--- src/rtl/loader_pkg.sv ---
// loader_pkg: shared state encoding and stream framing constants for the imem loader
package loader_pkg;
    typedef enum logic [2:0] {IDLE, LEN_HI, LEN_LO, DATA, CHECK, DONE, ERROR} state_t;
    localparam int LEN_BYTES = 2;
    localparam int BYTES_PER_WORD = 4;
endpackage

--- src/rtl/word_packer.sv ---
// word_packer: packs big-endian bytes into 32-bit words with a word-complete strobe
module word_packer
    import loader_pkg::*;
(
    input  logic        clk,
    input  logic        clear,
    input  logic        push,
    input  logic [7:0]  byte_in,
    output logic [31:0] word,
    output logic        word_done
);
    logic [23:0] sr;
    logic [1:0]  cnt;
    assign word_done = push && cnt == 2'(BYTES_PER_WORD - 1);
    assign word = {sr, byte_in};
    always_ff @(posedge clk) begin
        if (clear) begin
            sr  <= '0;
            cnt <= '0;
        end else if (push) begin
            sr  <= {sr[15:0], byte_in};
            cnt <= cnt + 2'd1;
        end
    end
endmodule

--- src/rtl/imem_loader.sv ---
// imem_loader: checksummed byte-stream loader writing the instruction memory and holding the CPU
module imem_loader
    import loader_pkg::*;
#(
    parameter int DEPTH_WORDS = 64,
    parameter int ADDR_W      = 8,
    parameter int BASE_ADDR   = 0
) (
    input  logic              clk_LDR,
    input  logic              rst_LDR,
    input  logic              start,
    input  logic              byte_valid,
    input  logic [7:0]        byte_data,
    output logic              byte_ready,
    output logic              wrEnable,
    output logic [ADDR_W-1:0] wrAddr,
    output logic [31:0]       wrData,
    output logic              cpuHold,
    output logic              done,
    output logic              error,
    output logic [6:0]        loadCount
);
    state_t state, state_nxt;
    logic [7:0]             len_hi, chk;
    logic [8*LEN_BYTES-1:0] n_len, n_rx;
    logic                   fire, restart, push, word_done, last_word;
    logic [31:0]            word;
    logic [ADDR_W-1:0]      addr_nxt;
    assign byte_ready = state inside {LEN_HI, LEN_LO, DATA, CHECK};
    assign done       = state == DONE;
    assign error      = state == ERROR;
    assign cpuHold    = state != DONE;
    assign fire       = byte_valid && byte_ready;
    assign restart    = start && state inside {IDLE, DONE, ERROR};
    assign push       = fire && state == DATA;
    assign n_rx       = {len_hi, byte_data};
    assign last_word  = word_done && (16'(loadCount) + 16'd1 == n_len);
    assign addr_nxt   = ADDR_W'(BASE_ADDR) + ADDR_W'({loadCount, 2'b00});
    word_packer u_packer (
        .clk       (clk_LDR),
        .clear     (rst_LDR || restart),
        .push      (push),
        .byte_in   (byte_data),
        .word      (word),
        .word_done (word_done)
    );
    always_comb begin
        state_nxt = state;
        case (state)
            IDLE, DONE, ERROR: state_nxt = restart ? LEN_HI : state;
            LEN_HI:            state_nxt = fire ? LEN_LO : state;
            LEN_LO:            state_nxt = !fire ? state :
                                           n_rx > 16'(DEPTH_WORDS) ? ERROR :
                                           n_rx == '0 ? CHECK : DATA;
            DATA:              state_nxt = last_word ? CHECK : state;
            CHECK:             state_nxt = !fire ? state : byte_data == chk ? DONE : ERROR;
            default:           state_nxt = IDLE;
        endcase
    end
    always_ff @(posedge clk_LDR) begin
        if (rst_LDR) begin
            state     <= IDLE;
            len_hi    <= '0;
            n_len     <= '0;
            chk       <= '0;
            loadCount <= '0;
            wrEnable  <= 1'b0;
            wrAddr    <= ADDR_W'(BASE_ADDR);
            wrData    <= '0;
        end else begin
            state    <= state_nxt;
            wrEnable <= word_done;
            if (restart) begin
                chk       <= '0;
                loadCount <= '0;
            end
            if (fire && state == LEN_HI) len_hi <= byte_data;
            if (fire && state == LEN_LO) n_len <= n_rx;
            if (push) chk <= chk ^ byte_data;
            if (word_done) begin
                wrAddr    <= addr_nxt;
                wrData    <= word;
                loadCount <= loadCount + 7'd1;
            end
        end
    end
endmodule

--- config.mk ---
export PLATFORM = sky130hd
export DESIGN_NAME = imem_loader
export DESIGN_NICKNAME = d
export VERILOG_FILES = /design/src/rtl/loader_pkg.sv /design/src/rtl/word_packer.sv /design/src/rtl/imem_loader.sv
export SDC_FILE = /design/constraint.sdc
export NUM_CORES = 1
export LEC_CHECK = 0
export ABC_AREA = 1
export CAP_MARGIN = 25
export CORE_UTILIZATION = 50
export CTS_BUF_LIST = sky130_fd_sc_hd__clkbuf_16
export DETAILED_ROUTE_END_ITERATION = 8
export PLACE_DENSITY = 0.74
export SETUP_SLACK_MARGIN = 0.4
export SLEW_MARGIN = 20
export SYNTH_ARGS = -nofsm -noshare
export SYNTH_HDL_FRONTEND = slang
export SYNTH_HIERARCHICAL = 1
export SYNTH_SLANG_ARGS = --single-unit
--- constraint.sdc ---
create_clock -name clk_LDR -period 5.3 [get_ports clk_LDR]
set_input_delay 1.06 -clock clk_LDR [delete_from_list [all_inputs] [get_ports clk_LDR]]
set_output_delay 1.06 -clock clk_LDR [all_outputs]
set_load 0.05 [all_outputs]
---- Word-level counts from Yosys, hierarchy flattened ----
Cells that the tools add are included.
word-level totals
  flip-flop bits (word level) ............. 107
  input port bits ......................... 12
  output and inout port bits .............. 52
  logic and storage cells ................. 59
cells by class
  add/subtract/negate cells ............... 3
  magnitude comparators ................... 1
  equal/unequal tests ..................... 15
  multiplexer cells ....................... 13
  bitwise gates (word level) .............. 1
  reductions and logical operators ........ 16
operators by type and width
  cell                                                                   count
  3-bit 2-to-1 mux                                                       7
  8-bit by 16-bit equality test with 1-bit output                        1
  16-bit by 7-bit > comparator with 1-bit output, second input constant  1
  16-bit logical NOT                                                     1
  8-bit 2-to-1 mux                                                       2
  3-bit one-hot mux with 5 select lines                                  1
  7-bit 2-to-1 mux                                                       2
  2-bit inequality test, second input constant                           5
  3-bit equality test, second input constant                             3
  7-bit by 1-bit adder with 8-bit output, second input constant          1
  8-bit equality test                                                    1
  8-bit XOR                                                              1
  7-bit by 1-bit adder with 7-bit output, second input constant          1
  1-bit logical AND                                                      7
  3-bit by 2-bit equality test with 1-bit output, second input constant  2
  5-bit AND reduction                                                    1
  2-bit nonzero test                                                     2
  4-bit nonzero test                                                     1
  3-bit by 1-bit equality test with 1-bit output, second input constant  1
  3-bit logical NOT                                                      1
  3-bit inequality test, second input constant                           1
  3-bit nonzero test                                                     1
  3-bit OR reduction                                                     1
  2-bit by 1-bit adder with 2-bit output, second input constant          1
  other kinds (3)                                                        3

---- Longest topological paths before layout ----
Gate-level depths: netlist (run 1).
  depth after elaboration ................. 8
  gate-level depth with buffers ........... 21
  depth with buffers taken out ............ 19

---- Cells and area by module ----
The synthesis (run 1) kept the hierarchy.
by module, submodules not included
  module       times used  cells an instance  area each (sq um)  seq. area each (sq um)
  imem_loader  1           494                3504.6             1621.6
  word_packer  1           175                1186.1             520.5

---- Worst setup path after synthesis (run 1) ----
No wires, ideal clock.
  kind .................................... input port to flip-flop
  from .................................... in byte_valid
  to ...................................... reg state[1]
  library setup time ...................... 0.115 ns
  data arrival time ....................... 2.600 ns
  required time ........................... 5.185 ns
  slack ................................... 2.585 ns
  stages .................................. 17
  path buffers ............................ 2
  path through ............................ inv_1 > nor2_4 > buf_6 > buf_6 > nand2_1 > inv_1 > nand2_1 > nor2_1 > nand3_1 > nor2_1 > nand3_1 > nor2_1 > nand2_2 > nand2_2 > nand3_1 > nand2_1 > nor2_1
on the way
  cells in the longest elaborated chain, start to end .. 6
  elaborated cells on any way between the ends .. 9
  classes of those cells .................. 4 x eq/ne; 5 x reduce/logical
RTL lines
  item                                    line               source
  start: declaration                      imem_loader.sv:12  input logic byte_valid,
  1-bit logical AND                       imem_loader.sv:33  assign fire = byte_valid && byte_ready;
  1-bit logical AND                       imem_loader.sv:35  assign push = fire && state == DATA;
  via push                                imem_loader.sv:26  logic fire, restart, push, word_done, last_word;
  1-bit logical AND                       word_packer.sv:14  assign word_done = push && cnt == 2'(BYTES_PER_WORD - 1);
  via word_done                           imem_loader.sv:26
  1-bit logical AND                       imem_loader.sv:37  assign last_word = word_done && (16'(loadCount) + 16'd1 == n_len);
  2-bit inequality test (no source line)  -
  5-bit AND reduction (no source line)    -
  end signal: assignment                  imem_loader.sv:71  state <= state_nxt;
  end: declaration                        imem_loader.sv:23  state_t state, state_nxt;
The timed path passes the listed nets, and every way through them passes these cells.
A chain may end at the register's enable or synchronous reset.

---- Final worst setup path (run 1) ----
Same ends and word-level chain as after synthesis.

==> results.toml, run 1 <==
[drt]
ant_nets = 0
dr.pass1.iters = 5
post_drt_via_cell_ratio = 5.02
num_vias = 4125
drtIter0Drc = 171
drc = 0
wirelength_um = 10800
wl_per_cell_um = 13.2

[global_routing]
grt_max_degree = 62
grtUsageMet1 = 0.290
grt_overflow = 0
grt_pass1_vias = 3726
antenna_found_initial = 0
grtUsageMet3 = 0.0369
grtUsageMet2 = 0.391
grt_pass1_wl_um = 17700
grtUsageTotal = 0.228
grt_busiest_layer = "met2"

[yosys]
netlist_instances = 669
synth_area_per_cell_um2 = 7.01
synthDistinctLibCells = 33
yosys-top-cells-area = "dfxtp_1 46%, nor2_1 14%, nand2_1 9.8%, o21ai_0 6.2%, inv_1 4.5%"
ys_ff_latch = 107
synth_top_area_share = 0.457
yosys_warnings = 6
synth_largest_area_cell = "dfxtp_1"
ys_seq_area_frac = 0.457
syn_area_mm2 = 0.00469

[clock_tree]
cts_tree = "done"
clock_path_buffers = 2
cts_htree_levels = 3
clk_latency_ns = 0.35
clock_sinks = 107
post_cts_buffers = 0
ctsResizeCount = 0
cts_root_buf = "clkbuf_16"
cts.hold.buffers_added = 0
cts_made_buffers = 9
clkTransAtPathRegs_ns = 0.07

[pwr]
p_per_area_mw_per_mm2 = 373
finalPower_uw = 2070
leakage_uw = 0.00233
vdd_drop_max_mv = 0.245

[critical_path]
path_max_fanout = 29
critPathCaptureType = "flop"
cp.required_ns = 5.54
critPathKind = "input port to flop"
cp_data_arrival_time_ns = 3.64
rrSetupSlack_ns = 2.33
cp-start-kind = "input port"

[timing]
final_hold_viol_count = 0
max_freq_mhz = 293
slew_headroom = 0.483
tns_ns = 0
fin_worst_skew_ns = 0.00631
slew_viol_final = 0
setup_violations = 0
hold_slack_ns = 0.458
worstMarginPinSlew_ns = 0.773
fin_crit_sh = 0.643
fin_crit_ns = 3.41
rsz0062_at_grt = "false"

[place]
portBuffers = 61
routabilityCongestion = 0.833
post_dp_cell_area_mm2 = 0.00522
place_inst = 804
post-dp-hpwl_um = 7210

[die]
fp.dieArea_mm2 = 0.00977
fp-row-count = 34
die_w_um = 98.9
die_y_um = 98.9
start_util = 0.528
core_mm2 = 0.00889
pin_count = 64

[final_layout]
syn2layout_area_growth_pct = 18.2
fin_cells = 821
final_net_count = 722
drive_above_1_share = 0.0785
final_cell_area_mm2 = 0.00555
n_antenna_cell = 0

[run]
cap_violations = 0

[outcome]
outcome = "completed"

[hold_path]
hold_class = "flop to flop"
==> metrics by stage <==
| stage | util | setup slack (ns) |
|---|---|---|
| after floorplan | - | 2.59 |
| after global placement | 0.587 | 1.48 |
| after detailed placement | 0.587 | 1.44 |
| after CTS | 0.622 | 1.79 |
| after global routing | 0.624 | 1.56 |
| final | 0.624 | 1.89 |
==> Yosys cell counts <==
cell        n
nor2_1    169
nand2_1   122
dfxtp_1   107
o21ai_0    58
inv_1      56
a21oi_1    31
nand3_1    23
clkbuf_1   14
nor2_2     13
buf_4      12
inv_2      10
xor2_1      8
buf_2       6
buf_6       6
o21ai_1     5
nand2_2     4
nor3_1      4
nor2_4      3
ha_1        2
nand4_1     2
nor3_2      2
a21oi_2     1
and2_0      1
and2_1      1
clkinv_1    1
conb_1      1
nand3_2     1
nand3b_1    1
nor2_8      1
o22ai_1     1
o31ai_1     1
or2_2       1
xnor2_1     1
==> report_power, final <==
| group | switching (µW) | internal [µW] | total (µW) | leakage, µW |
|---|---|---|---|---|
| clock network | 316 | 376 | 692 | 0.000154 |
| logic | 317 | 152 | 469 | 0.00132 |
| registers | 45.9 | 863 | 909 | 0.000865 |
| total | 678 | 1390 | 2070 | 0.00233 |
==> worst max-delay path, cell delays in order <==
cell and delay (ns):
clkdlybuf4s50_1 0.45, inv_1 0.14, nor2_4 0.15, nand2_1 0.05, inv_1 0.44, buf_4 0.41
nand2_1 0.09, nor2_1 0.11, nand3_1 0.08, nor2_1 0.10, nand3_1 0.08, nor2_1 0.11
nand2_2 0.08, nand2_2 0.09, nand3_1 0.07, nand2_1 0.07, nor2_1 0.05
==> placed cells by master (no fill, tap or decap), types with 2 or more instances in the layout <==
cell             Yosys  layout
nor2_1             169     169
nand2_1            122     122
dfxtp_1            107     107
clkdlybuf4s50_1      0      61
o21ai_0             58      58
inv_1               56      56
a21oi_1             31      31
nand3_1             23      23
nor2_2              13      13
inv_2               10      10
clkbuf_16            0       9
xor2_1               8       8
o21ai_1              5       5
nand2_2              4       4
nor3_1               4       4
nor2_4               3       3
buf_4               12       3
nor3_2               2       2
nand4_1              2       2
ha_1                 2       2
conb_1               1       2
clkinv_4             0       2
inv_8                0       2
==> logic make-up after synthesis <==
kind of cell,after synthesis,synth area share
AO/OA/AOI/OAI,97,0.105
XOR/XNOR,9,0.0168
adder cells (fa/ha/maj),2,0.00533
buffers and inverters,105,0.105
flip-flops,107,0.457
other,1,0.000799
AND/OR/NAND/NOR,348,0.310
==> layout make-up <==
class | instances | area, µm²
clock buffer | 9 | 225
timing repair buffer | 65 | 648
sequential | 107 | 2140
clock inverter | 7 | 83.8
multi-input combinational | 458 | 2060
tap | 108 | 135
inverter | 67 | 251
fill | 798 | 3340
==> worst paths after layout <==
path                           from                     end  depth (start not counted)
max                      byte_valid   state[1]$_SDFFE_PP0P_                         17
min          n_len[12]$_SDFFE_PP0P_  n_len[12]$_SDFFE_PP0P_                          2
max reg2reg   state[1]$_SDFFE_PP0P_   state[1]$_SDFFE_PP0P_                         20
min reg2reg  n_len[12]$_SDFFE_PP0P_  n_len[12]$_SDFFE_PP0P_                          2
==> metal layers <==
metal,vias up,part of all wire
met4,0,0.015
met3,12,0.032
met1,1906,0.46
met2,71,0.49
li1,2136,-
met5,-,0
==> registers in the layout, indices dropped and copies added, names as in the netlist <==
name          count
n_len            16
u_packer/sr      24
wrEnable          1
wrData           32
wrAddr            6
len_hi            8
state             3
chk               8
loadCount         7
u_packer/cnt      2
Power figures use the tool's default switching activity.
==> run 2, diff against run 1 <==
CORE_UTILIZATION = 49   (was 50)
PLACE_DENSITY = 0.75   (was 0.74)
clock period = 2.9 ns   (was 5.3 ns; I/O delays follow)
==> run 2 against run 1 <==
  * Worst hold slack improved by 0.0037 ns
  * First-iteration DRC count shrank 4.1%
  * Final cell count rose by 2.8%
  * Sequential share of layout area decreased by 0.24 points
  * Sequential power is 83% higher
  * Clock power grew 84%
  * Largest cell class unchanged
==> results.toml, run 2 (synthesis gave the netlist of run 1 again) <==
[drt]
drtIter0Drc = 164
drc = 0
wirelength_um = 10700
dr.pass1.iters = 5
wl_per_cell_um = 12.7
ant_nets = 0
post_drt_via_cell_ratio = 4.91
num_vias = 4142

[clock_tree]
ctsResizeCount = 4
post_cts_buffers = 0
cts_made_buffers = 9
clkTransAtPathRegs_ns = 0.07
clock_sinks = 107
cts.hold.buffers_added = 0
cts_root_buf = "clkbuf_16"
clk_latency_ns = 0.34
cts_tree = "done"
clock_path_buffers = 2
cts_htree_levels = 3

[final_layout]
syn2layout_area_growth_pct = 19.0
n_fill_cell = 844
n_antenna_cell = 0
final_cell_mix = "169 x nor2_1, 122 x nand2_1, 107 x dfxtp_1"
multi_input_area_mm2 = 0.00207
final_net_count = 724
final_cell_area_mm2 = 0.00558
fin_cells = 844
drive_above_1_share = 0.0783
top_regs = "wrData: 32 flops, u_packer/sr: 24 flops, n_len: 16 flops"
largest_reg_flops = 32
final_common_cell = "nor2_1"
regMostFlops = "wrData"
final_util = 0.604
seq_area_mm2 = 0.00214

[place]
post_dp_cell_area_mm2 = 0.00527
post-dp-hpwl_um = 7120
routabilityCongestion = 0.815
place_inst = 828
place_ws_ns = 0.357
portBuffers = 61

[critical_path]
path_max_fanout = 5
cp_data_arrival_time_ns = 1.76
critPathCaptureType = "output pin"
cp.required_ns = 2.32
reg2regPathDepth = 19
critPathKind = "flop to output pin"
cp-start-kind = "flop"

[global_routing]
grt_pass1_wl_um = 18100
grt_overflow = 0
grt_pass1_vias = 3935
antenna_found_initial = 0
grt_max_degree = 65
grtUsageTotal = 0.229

[die]
fp-row-count = 35
core_mm2 = 0.00924
fp.dieArea_mm2 = 0.00997
die_y_um = 99.8
pin_count = 64
die_w_um = 99.8
start_util = 0.508

[timing]
fin_crit_ns = 2.34
rsz0062_at_grt = "true"
fin_ws_ns = 0.558
fin_worst_skew_ns = 0.00768
final_hold_viol_count = 0
slew_headroom = 0.611
setup_violations = 0
worstMarginPinSlew_ns = 0.583
slew_viol_final = 0
fin_crit_sh = 0.808
max_freq_mhz = 427
tns_ns = 0

[hold_path]
hold_class = "flop to flop"
hold-path-cell-count = 2

[pwr]
vdd_drop_max_mv = 0.311
p_per_area_mw_per_mm2 = 674
leakage_uw = 0.00237

[run]
cap_violations = 0

[outcome]
outcome = "completed"
-- run 2: cell types whose count changed in the layout (fill, tap and decap cells not counted), sizes merged --
cell,delta
dlygate4sd2,+1
bufinv,+1
buf,+3
dlymetal6s2s,+1
clkdlybuf4s50,-3
clkinv,-1
-- run 2: cell type report --
| class | count | area share |
|---|---|---|
| Clock inverter | 7 | 0.0150 |
| Clock buffer | 9 | 0.0403 |
| Sequential cell | 107 | 0.384 |
| Tap cell | 129 | 0.0289 |
| Multi-Input combinational cell | 458 | 0.370 |
| Inverter | 67 | 0.0451 |
| Timing Repair Buffer | 67 | 0.117 |
-- run 2: power by group --
group / internal (µW) / switching, µW / total [µW]
combinational: 267 / 567 / 834
clock: 748 / 520 / 1270
sequential: 1580 / 82.5 / 1660
total: 2590 / 1170 / 3760
-- run 2: worst paths after layout --
path,startpoint,end,slack (ns)
worst max register to register,state[1]$_SDFFE_PP0P_,state[1]$_SDFFE_PP0P_,0.61
worst min register to register,n_len[8]$_SDFFE_PP0P_,n_len[8]$_SDFFE_PP0P_,0.46
worst min-delay path,n_len[8]$_SDFFE_PP0P_,n_len[8]$_SDFFE_PP0P_,0.46
worst max-delay path,state[0]$_SDFFE_PP0P_,cpuHold,0.56
-- run 2: worst max-delay path: stages, from the launching register on --
cell and delay [ns]:
dfxtp_1 0.45, inv_2 0.08, nor2_2 0.12, nand2_2 0.07
clkdlybuf4s50_1 0.70
-- run 2: through the flow --
stage	power, µW	hold WS [ns]
2_1_floorplan	2360	0.430
3_3_place_gp	2510	0.442
6_report	3760	0.462
4_1_cts	3790	0.461
3_5_place_dp	2530	0.452
5_1_grt	3980	0.485
-- run 2: metal layers --
| layer | global-route usage | vias to the layer above | wire length, µm | part of all wire |
|---|---|---|---|---|
| met1 | 0.283 | 1891 | 4690 | 0.44 |
| met2 | 0.406 | 90 | 5430 | 0.51 |
| li1 | - | 2144 | - | - |
| met4 | 0.0747 | 0 | 157 | 0.015 |
| met3 | 0.0348 | 17 | 423 | 0.040 |
| met5 | 0 | - | 0 | 0 |
